**src/rtl/led_pkg.sv**
```systemverilog
`default_nettype none
// ============================================================================
// Module   : led_pkg
// Brief    : Shared types and constants for the board LED / DIP serial chains.
// Revision : 1.0
// ============================================================================
package led_pkg;

  localparam int LED_FRAME_WIDTH = 21;

  typedef enum logic [1:0] {
    IDLE     = 2'd0,
    SHIFT_LO = 2'd1,
    SHIFT_HI = 2'd2,
    LATCH    = 2'd3
  } led_state_e;

endpackage : led_pkg
`default_nettype wire

```
**src/rtl/shift_tick_gen.sv**
```systemverilog
`default_nettype none
// ============================================================================
// Module   : shift_tick_gen
// Brief    : One-cycle tick every CLK_DIV cycles while enabled; restarts on clear.
// Revision : 1.0
// ============================================================================
module shift_tick_gen #(
  parameter int CLK_DIV = 4
) (
  input  logic i_clk,
  input  logic i_rst,
  input  logic i_en,
  input  logic i_clr,
  output logic o_tick
);

  localparam int                 c_div_w = $clog2(CLK_DIV) + 1;
  localparam logic [c_div_w-1:0] c_last  = c_div_w'(CLK_DIV - 1);

  logic [c_div_w-1:0] divcnt_q;
  logic [c_div_w-1:0] divcnt_d;

  assign o_tick = i_en && (divcnt_q == c_last);

  always_comb begin
    divcnt_d = divcnt_q;
    if (i_clr || !i_en || o_tick) begin
      divcnt_d = '0;
    end else begin
      divcnt_d = divcnt_q + c_div_w'(1);
    end
  end

  always_ff @(posedge i_clk) begin
    if (i_rst) begin
      divcnt_q <= '0;
    end else begin
      divcnt_q <= divcnt_d;
    end
  end

endmodule : shift_tick_gen
`default_nettype wire

```
**src/rtl/led_shift_driver.sv**
```systemverilog
`default_nettype none
// ============================================================================
// Module   : led_shift_driver
// Brief    : Serialises {aux, data} MSB-first into a 74HC595-style chain, then
//            pulses the storage latch. All outputs are registered.
// Revision : 1.0
// ============================================================================
module led_shift_driver
  import led_pkg::*;
#(
  parameter int WIDTH   = LED_FRAME_WIDTH,
  parameter int CLK_DIV = 4
) (
  input  logic        i_clk,
  input  logic        i_rst,
  input  logic [15:0] i_data,
  input  logic [4:0]  i_aux,
  input  logic        i_valid,
  output logic        o_ready,
  output logic        o_LEDData,
  output logic        o_LEDClk,
  output logic        o_LEDLatch
);

  localparam int                 c_bit_w    = $clog2(WIDTH);
  localparam logic [c_bit_w-1:0] c_last_bit = c_bit_w'(WIDTH - 1);

  led_state_e         state_q, state_d;
  logic [WIDTH-1:0]   frame_q, frame_d;
  logic [c_bit_w-1:0] bitcnt_q, bitcnt_d;
  logic               led_data_q, led_data_d;
  logic               led_clk_q, led_clk_d;
  logic               led_latch_q, led_latch_d;
  logic               ready_q, ready_d;
  logic               w_tick;
  logic               w_handshake;

  assign w_handshake = i_valid && (state_q == IDLE);

  shift_tick_gen #(
    .CLK_DIV (CLK_DIV)
  ) u_tick_gen (
    .i_clk  (i_clk),
    .i_rst  (i_rst),
    .i_en   (state_q != IDLE),
    .i_clr  (w_handshake),
    .o_tick (w_tick)
  );

  // The frame register shifts left so its MSB is always the bit on the wire.
  always_comb begin
    state_d    = state_q;
    frame_d    = frame_q;
    bitcnt_d   = bitcnt_q;
    led_data_d = led_data_q;
    case (state_q)
      IDLE: begin
        if (w_handshake) begin
          state_d    = SHIFT_LO;
          frame_d    = WIDTH'({i_aux, i_data});
          bitcnt_d   = '0;
          led_data_d = frame_d[WIDTH-1];
        end
      end
      SHIFT_LO: begin
        if (w_tick) begin
          state_d = SHIFT_HI;
        end
      end
      SHIFT_HI: begin
        if (w_tick) begin
          if (bitcnt_q == c_last_bit) begin
            state_d = LATCH;
          end else begin
            state_d    = SHIFT_LO;
            bitcnt_d   = bitcnt_q + c_bit_w'(1);
            frame_d    = {frame_q[WIDTH-2:0], 1'b0};
            led_data_d = frame_d[WIDTH-1];
          end
        end
      end
      LATCH: begin
        if (w_tick) begin
          state_d = IDLE;
        end
      end
      default: state_d = IDLE;
    endcase
    led_clk_d   = (state_d == SHIFT_HI);
    led_latch_d = (state_d == LATCH);
    ready_d     = (state_d == IDLE);
  end

  always_ff @(posedge i_clk) begin
    if (i_rst) begin
      state_q     <= IDLE;
      frame_q     <= '0;
      bitcnt_q    <= '0;
      led_data_q  <= 1'b0;
      led_clk_q   <= 1'b0;
      led_latch_q <= 1'b0;
      ready_q     <= 1'b1;
    end else begin
      state_q     <= state_d;
      frame_q     <= frame_d;
      bitcnt_q    <= bitcnt_d;
      led_data_q  <= led_data_d;
      led_clk_q   <= led_clk_d;
      led_latch_q <= led_latch_d;
      ready_q     <= ready_d;
    end
  end

  assign o_ready    = ready_q;
  assign o_LEDData  = led_data_q;
  assign o_LEDClk   = led_clk_q;
  assign o_LEDLatch = led_latch_q;

endmodule : led_shift_driver
`default_nettype wire

```
**config.mk**
```make
export PLATFORM = sky130hd
export DESIGN_NAME = led_shift_driver
export DESIGN_NICKNAME = d
export VERILOG_FILES = /design/src/rtl/led_pkg.sv /design/src/rtl/shift_tick_gen.sv /design/src/rtl/led_shift_driver.sv
export SDC_FILE = /design/constraint.sdc
export NUM_CORES = 1
export LEC_CHECK = 0
export ABC_CLOCK_PERIOD_IN_PS = 1900
export CORE_MARGIN = 2
export CORE_UTILIZATION = 25
export DETAILED_ROUTE_END_ITERATION = 8
export GPL_TIMING_DRIVEN = 0
export SYNTH_ARGS = -nofsm -noshare
export SYNTH_HDL_FRONTEND = slang
export SYNTH_HIERARCHICAL = 1
export SYNTH_SLANG_ARGS = --single-unit
```
**constraint.sdc**
```tcl
create_clock -name i_clk -period 1.9 [get_ports i_clk]
set_input_delay 0.19 -clock i_clk [delete_from_list [all_inputs] [get_ports i_clk]]
set_output_delay 0.19 -clock i_clk [all_outputs]
set_load 0.01 [all_outputs]
```
Yosys cells after proc, flatten, opt, wreduce, memory -nomap -nowiden
Index checks and enable logic that the tools add are counted.
- register bits after elaboration: 34
- input port bits: 24
- output and inout port bits: 4
- reductions and logical operators: 11
- $add $sub $neg: 2
- eq/ne operators: 10
- muxes and demuxes: 18
- operators with widths (kind ; number):
    $mux W20 ; 3
    $pmux W20 S2 ; 1
    $mux W5 ; 3
    $mux W2 ; 5
    $pmux W5 S2 ; 1
    $eq A2 B2 Y1 const B ; 4
    $pmux W2 S4 ; 1
    $add A5 B1 Y5 const B ; 1
    $eq A5 B5 Y1 const B ; 1
    $logic_not A2 Y1 ; 2
    $ne A2 B1 Y1 const B ; 2
    $reduce_and A4 Y1 ; 1
    $reduce_bool A2 Y1 ; 2
    $add A3 B1 Y3 const B ; 1
    $eq A3 B2 Y1 const B ; 1
    $mux W1 ; 3
    $eq A2 B1 Y1 const B ; 1
    $logic_and A1 B1 Y1 ; 2
    $logic_or A1 B1 Y1 ; 2
    $ne A2 B2 Y1 const B ; 1
    $pmux W1 S2 ; 1
    $reduce_or A2 Y1 ; 1
    $logic_not A1 Y1 ; 1

Depth between registers and ports, before layout
Gate-level depths: netlist of run 1.
- depth after elaboration: 5
- depth in mapped cells: 9
- depth with buffers taken out: 7

By module
Netlist of run 1, hierarchy kept.
- modules (own cells, without submodules) (module ; area an instance (um2) ; instances ; cells each ; seq. area each (um2)):
    led_shift_driver ; 1536.5 ; 1 ; 152 ; 620.6
    shift_tick_gen ; 125.1 ; 1 ; 12 ; 60.1

Worst setup path before layout of run 1
No wires, ideal clock.
- kind: register -> register
- from: reg state_q[1]
- to: reg frame_q[17]
- cell stages (with the launch flop): 10
- arrival: 1.736 ns
- period minus slack after synthesis: 1.882 ns
- path buffers: 4
- slack: 0.018 ns
- required time: 1.754 ns
- cells stage by stage: dfxtp_1 -> buf_2 -> or2_1 -> and2_2 -> clkbuf_1 -> a41o_1 -> buf_4 -> buf_6 -> nor2_1 -> a211oi_2
- cells in the longest elaborated chain, start to end: 4
- elaborated cells on any way between the ends: 11
- those cells by class: eq/ne: 4; mux: 1; reduce/logical: 6
- ends and longest elaborated chain (what ; line ; text):
    from (decl) ; led_shift_driver.sv:28 ; led_state_e state_q, state_d;
    from (signal assigned) ; led_shift_driver.sv:104 ; state_q <= state_d;
    $reduce_bool A2 Y1 ; led_shift_driver.sv:45 ; .i_en (state_q != IDLE),
    $logic_and A1 B1 Y1 ; shift_tick_gen.sv:23 ; assign o_tick = i_en && (divcnt_q == c_last);
    via w_tick ; led_shift_driver.sv:35 ; logic w_tick;
    $ne A2 B1 Y1 (no source line) ; - ;
    $reduce_and A4 Y1 (no source line) ; - ;
    to (signal assigned) ; led_shift_driver.sv:105 ; frame_q <= frame_d;
    to (decl) ; led_shift_driver.sv:29 ; logic [WIDTH-1:0] frame_q, frame_d;
The timed path passes the listed nets, and every way through them passes these cells.
A chain may end at the register's enable or synchronous reset.

Final worst setup path of run 1
- from: reg state_q[1]
- to: reg frame_q[16]
The elaborated chain is that of the path after synthesis.

==> metrics.yaml, run 1 <==
synthesis:
  synthesis.nets: 192
  syn_inst: 164
  synth-async-reset-ratio_pct: 0
  synth_cell_types: 30
  synth_compound_area_share_pct: 21.5
  synth-seq-cells: 34
  ys_warn_count: 6
  synthFlopType: "dfxtp_1"
  syn_avg_cell_area_sq_um: 10.1
  synth_top_family_by_area: "compound AO/OA/AOI/OAI gates"
  synth_seq_area_share_pct: 41.0
  netlist_area_sq_um: 1660
  yosys.area_share.adder_pct: 3.01
  synth_xor_area_share_pct: 0.527
  synthMuxAreaShare_pct: 12.7
  synth_edf_count: 0
  synth-simple-area-share_pct: 14.1
final_layout:
  mostFrequentLayoutCells: "dfxtp_1 (34), nor2_1 (30), clkdlybuf4s50_1 (27)"
  final_cell_count_no_fill: 275
  multi_input_area_sq_um: 865
  final_nets: 225
  nFillCells: 640
  diodes: 0
  area_delta_synth_final_pct: 27.7
  drive_gt1_share_pct: 21.2
  layout_commonest_cell: "dfxtp_1"
  seqCellArea_sq_um: 681
placement:
  finalWeightedCongestion: 0.751
  portBuffers: 27
  hpwl_um: 2310
  numPlacedInstances: 268
route:
  wl_um: 3180
  wl_per_cell_um: 11.5
  initialDrtViolationCount: 81
  vias_per_cell: 4.45
  ant_nets: 0
  drt_pass1_iterations: 4
  post-route-drc-count: 0
  vias: 1223
critical_path:
  worstSetupStartpointType: "register"
  path_class: "register to register"
  cp.required_ns: 2.04
  arrival_ns: 1.94
  cp-end-kind: "register"
  crit_fanout: 10
cts:
  cts_max_path_buffers: 2
  cts_sinks: 34
  post_cts_buffers: 0
  cts_hold_buf: 0
  cts_made_buffers: 5
  cts_tree: "done"
  clk_latency_ns: 0.28
  root_buffer: "clkbuf_8"
  clk_pin_slew_worst_paths_ns: 0.07
  htree_levels: 2
floorplanning:
  core_sq_um: 6390
  die_w_um: 85.5
  initial_core_util_pct: 26.0
  fp.dieH_um: 85.5
  rows: 29
  ios: 28
  die_area_sq_um: 7310
power:
  cellPowerDensity_nw_per_um2: 743
  ir_worst_vdd_uv: 257
  power.leakage_nw: 0.881
run:
  maxCapViolCount: 0
sta:
  slew_violations: 0
  layout_min_cycle_time_ns: 1.80
  hold_viol_final: 0
  tightest_slew_ns: 0.682
  hold_ws_ns: 0.419
  grt_setup_unrepaired: "no"
  fmax_ghz: 0.555
  relSlewSlack_pct: 54.5
  fin_crit_sh_pct: 94.9
  skew_ns: 0.00380
  setup_viol: 0
global_route:
  grt_max_degree: 11
  grt_overflow: 0
  first_global_vias: 1218
  antenna_found_initial: 0
  grt_first_pass_wirelength_um: 5600
  grtUsageTotal_pct: 9.63
min_path:
  min_path_type: "register to register"
outcome:
  outcome: "complete, no violations"
## Yosys cell counts (2+ instances only)
cell type  number  area (sq um)
dfxtp_1        34           681
nor2_1         31           116
mux2i_1        21           210
a211oi_2       20           250
a21oi_1         7          35.0
inv_1           7          26.3
buf_6           5          56.3
ha_1            4          50.1
nand2_1         4          15.0
o21ai_0         4          20.0
buf_2           3          15.0
clkbuf_1        3          11.3
or3_1           3          18.8
nand3_1         2          10.0
## stage by stage
step / setup TNS [ns] / power [mW] / instance area [sq um] / setup slack [ns] / util (%)
2_1_floorplan: 0 / 0.964 / 1660 / 0.0177 / -
3_5_place_dp: -2.94 / 1.05 / 2030 / -0.135 / 31.8
5_1_grt: 0 / 1.68 / 2120 / 0.00337 / 33.2
6_report: 0 / 1.58 / 2120 / 0.0977 / 33.2
4_1_cts: 0 / 1.61 / 2120 / 0.00916 / 33.1
3_3_place_gp: -2.44 / 1.05 / 2030 / -0.118 / 31.8
## worst max-delay path, stage by stage (launching register included)
cell      delay, ns
dfxtp_1        0.33
buf_4          0.18
or2_1          0.26
and2_4         0.20
a41o_1         0.22
buf_4          0.16
buf_6          0.14
nor2_1         0.11
a211oi_2       0.05
## path summary, 6_finish.rpt
check	from	end	slack [ns]	depth (start not counted)
setup / recovery	state_q[1]$_SDFF_PP0_	frame_q[16]$_SDFFE_PP0P_	0.1	8
hold / removal	u_tick_gen/divcnt_q[0]$_SDFF_PP0_	u_tick_gen/divcnt_q[0]$_SDFF_PP0_	0.42	1
setup reg to reg	state_q[1]$_SDFF_PP0_	frame_q[16]$_SDFFE_PP0P_	0.1	8
hold reg to reg	u_tick_gen/divcnt_q[0]$_SDFF_PP0_	u_tick_gen/divcnt_q[0]$_SDFF_PP0_	0.42	1
## sequential cells by signal, summed over array words and instances, names as in the netlist
register	cells
bitcnt_q	5
frame_q	20
o_LEDClk	1
o_LEDData	1
o_LEDLatch	1
o_ready	1
state_q	2
u_tick_gen/divcnt_q	3
## kinds of logic (layout without fill, tap and decap cells)
kind of cell,Yosys count,after routing
buffers and inverters,20,54
AND/OR/NAND/NOR,48,48
adder cells (fa/ha/maj),4,4
XOR/XNOR,1,1
multiplexers,21,21
AO/OA/AOI/OAI,36,36
flip-flops,34,34
## layout make-up
type / count / share of cell area, %
multi-input cells: 110 / 40.7
plain buffers: 12 / 4.36
repair buffers: 27 / 12.7
inverters: 7 / 1.24
clock inverters: 1 / 0.236
well taps: 77 / 4.54
clock buffers: 7 / 4.07
flip-flops and latches: 34 / 32.1
## where the power goes
| group | internal [mW] | switching [mW] | total [mW] |
|---|---|---|---|
| clock network | 0.292 | 0.249 | 0.541 |
| logic | 0.134 | 0.119 | 0.253 |
| registers | 0.760 | 0.0235 | 0.783 |
| total | 1.19 | 0.392 | 1.58 |
## repair_timing
action / in CTS / in global routing
resized for setup: 0 / 4
cloned: 0 / 0
endpoints found under the setup margin: 25 / 24
## metal layers
metal	track usage [%]	part of all wire (%)	vias to the layer above
met5	0	0	-
met4	3.46	1.5	0
met3	3.27	5.2	6
met2	14.8	43	20
met1	12.6	50	555
li1	-	-	642
No activity file was read; power rests on OpenSTA's default activity.
==> run 2, diff against run 1 <==
--- a/config.mk
+++ b/config.mk
@@ -5,7 +5,9 @@
 export SDC_FILE = /design/constraint.sdc
 export NUM_CORES = 1
 export LEC_CHECK = 0
+export ABC_AREA = 1
 export ABC_CLOCK_PERIOD_IN_PS = 1900
+export CAP_MARGIN = 20
 export CORE_MARGIN = 2
 export CORE_UTILIZATION = 25
 export DETAILED_ROUTE_END_ITERATION = 8
==> metrics.yaml, run 2 <==
outcome:
  outcome: "complete, no violations"
sta:
  setup_viol: 0
  fmax_ghz: 0.591
  hold_ws_ns: 0.423
  relSlewSlack_pct: 65.0
  grt_setup_unrepaired: "no"
  layout_min_cycle_time_ns: 1.69
  tns_ns: 0
  tightest_slew_ns: 0.524
  fin_crit_sh_pct: 89.0
  skew_ns: 0.00592
  slew_violations: 0
  hold_viol_final: 0
critical_path:
  cp_cell_sequence: "ha_1, ha_2, nand2_1, inv_1, nand3_1, nand2_4, nand2_4, buf_6, o21ai_0, nor2_1"
  cpPeakStageDelay_ns: 0.34
  arrival_ns: 1.87
  r2r-start: "u_tick_gen/divcnt_q[0]$_SDFF_PP0_"
  cp.required_ns: 2.08
  regToRegSetupSlack_ns: 0.21
  critPathSlowestCell: "dfxtp_1"
  crit_top_cell: "nand2_4"
  crit_fanout: 10
  path_class: "register to register"
  worstSetupStartpointType: "register"
  cp-startpoint: "u_tick_gen/divcnt_q[0]$_SDFF_PP0_"
  cp-end-kind: "register"
global_route:
  grt_first_pass_wirelength_um: 6550
  first_global_vias: 1499
  grt_max_degree: 12
  grtUsageTotal_pct: 11.1
  grt_overflow: 0
  antenna_found_initial: 0
run:
  maxCapViolCount: 0
placement:
  finalWeightedCongestion: 0.730
  portBuffers: 27
  hpwl_um: 2710
  placed_area_sq_um: 2050
cts:
  clk_pin_slew_worst_paths_ns: 0.07
  post_cts_resized: 0
  clk_latency_ns: 0.28
  cts_tree: "done"
  cts_sinks: 34
  root_buffer: "clkbuf_8"
  htree_levels: 2
  cts_made_buffers: 5
  cts_max_path_buffers: 2
  post_cts_buffers: 0
  cts_hold_buf: 0
floorplanning:
  core_sq_um: 6420
  fp.dieH_um: 86.1
  initial_core_util_pct: 26.2
  die_w_um: 86.1
  ios: 28
  rows: 29
  die_area_sq_um: 7410
min_path:
  min_path_type: "register to register"
  hp-start: "u_tick_gen/divcnt_q[0]$_SDFF_PP0_"
final_layout:
  diodes: 0
  reg.largest.list: "frame_q: 20 flops, bitcnt_q: 5 flops, u_tick_gen/divcnt_q: 3 flops"
  mostFrequentLayoutCells: "nand2_1 (60), nor2_1 (54), dfxtp_1 (34)"
  nFillCells: 701
  final_nets: 309
  drive_gt1_share_pct: 11.0
  top_register: "frame_q"
  fin_area_sq_um: 2200
  largest_reg_flops: 20
  area_delta_synth_final_pct: 30.4
  layout_commonest_cell: "nand2_1"
  finish.utilization_pct: 34.2
synthesis:
  synth-async-reset-ratio_pct: 0
  synth.area.top_cells: "dfxtp_1 (40%), nand2_1 (13%), nor2_1 (12%), nand3_1 (7.7%), o21ai_0 (4.8%)"
  yosys-top-cells-count: "nand2_1 (60), nor2_1 (54), dfxtp_1 (34)"
  netlist_area_sq_um: 1680
  syn_inst: 247
  synth_top_area_share_pct: 40.4
  synth_top_area_cell: "dfxtp_1"
  yosysMostFrequentCell: "nand2_1"
  synthFlopType: "dfxtp_1"
  synth_cell_types: 23
  synth_edf_count: 0
  ys_warn_count: 6
  synth-seq-cells: 34
  syn_avg_cell_area_sq_um: 6.82
  synthesis.nets: 275
  synth_seq_area_share_pct: 40.4
route:
  ant_nets: 0
  wl_per_cell_um: 10.7
  wl_um: 3850
  initialDrtViolationCount: 90
  vias: 1562
  drt_pass1_iterations: 4
  vias_per_cell: 4.35
  post-route-drc-count: 0
power:
  ir_worst_vdd_uv: 409
  power.leakage_nw: 0.984
  cellPowerDensity_nw_per_um2: 836
run 2: area by class of cell:
type | instances | area, sq um | share of cell area [%]
plain buffers | 13 | 92.6 | 4.22
clock buffers | 6 | 82.6 | 3.76
clock inverters | 2 | 60.1 | 2.74
inverters | 19 | 73.8 | 3.36
multi-input cells | 181 | 840 | 38.2
flip-flops and latches | 34 | 681 | 31.0
well taps | 77 | 96.3 | 4.39
repair buffers | 27 | 270 | 12.3
run 2: stage by stage:
stage                     cells  power [mW]  worst slack (ns)
after floorplan             247       0.934             0.405
after global placement      351        1.02             0.264
after detailed placement    351        1.03             0.213
after CTS                   359        1.87             0.193
after global routing        359        1.93          0.000736
final                       359        1.84             0.208
run 2: kinds of logic after synthesis:
logic type | share of synthesized area (%)
buf+inv | 9.88
flops | 40.4
compound gates | 7.65
simple gates | 38.6
xor+xnor | 0.520
fa+ha+maj | 2.97
run 2: worst paths after layout:
path                            cells after the start                                end
worst min register to register                      1  u_tick_gen/divcnt_q[0]$_SDFF_PP0_
worst max-delay path                               10            frame_q[4]$_SDFFE_PP0P_
worst min-delay path                                1  u_tick_gen/divcnt_q[0]$_SDFF_PP0_
worst max register to register                     10            frame_q[4]$_SDFFE_PP0P_
run 2: critical path, delay by kind of cell, from the launching register on:
kind,cells,cell delay [ns]
AND/OR/NAND/NOR,5,0.47
adder cells (fa/ha/maj),2,0.35
flip-flops,1,0.34
AO/OA/AOI/OAI,1,0.16
buffers and inverters,2,0.27
run 2: report_power, final:
group	internal, mW	leakage, nW	switching, mW	total [mW]
Combinational	0.111	0.632	0.119	0.230
Clock	0.560	0.0714	0.265	0.825
Sequential	0.757	0.280	0.0234	0.781
run 2: metal layers:
| metal | part of all wire, % | vias up | GRT usage [%] |
|---|---|---|---|
| li1 | - | 841 | - |
| met1 | 50 | 695 | 14.5 |
| met2 | 45 | 21 | 17.8 |
| met3 | 3.7 | 5 | 2.69 |
| met4 | 0.99 | 0 | 3.90 |
| met5 | 0 | - | 0 |
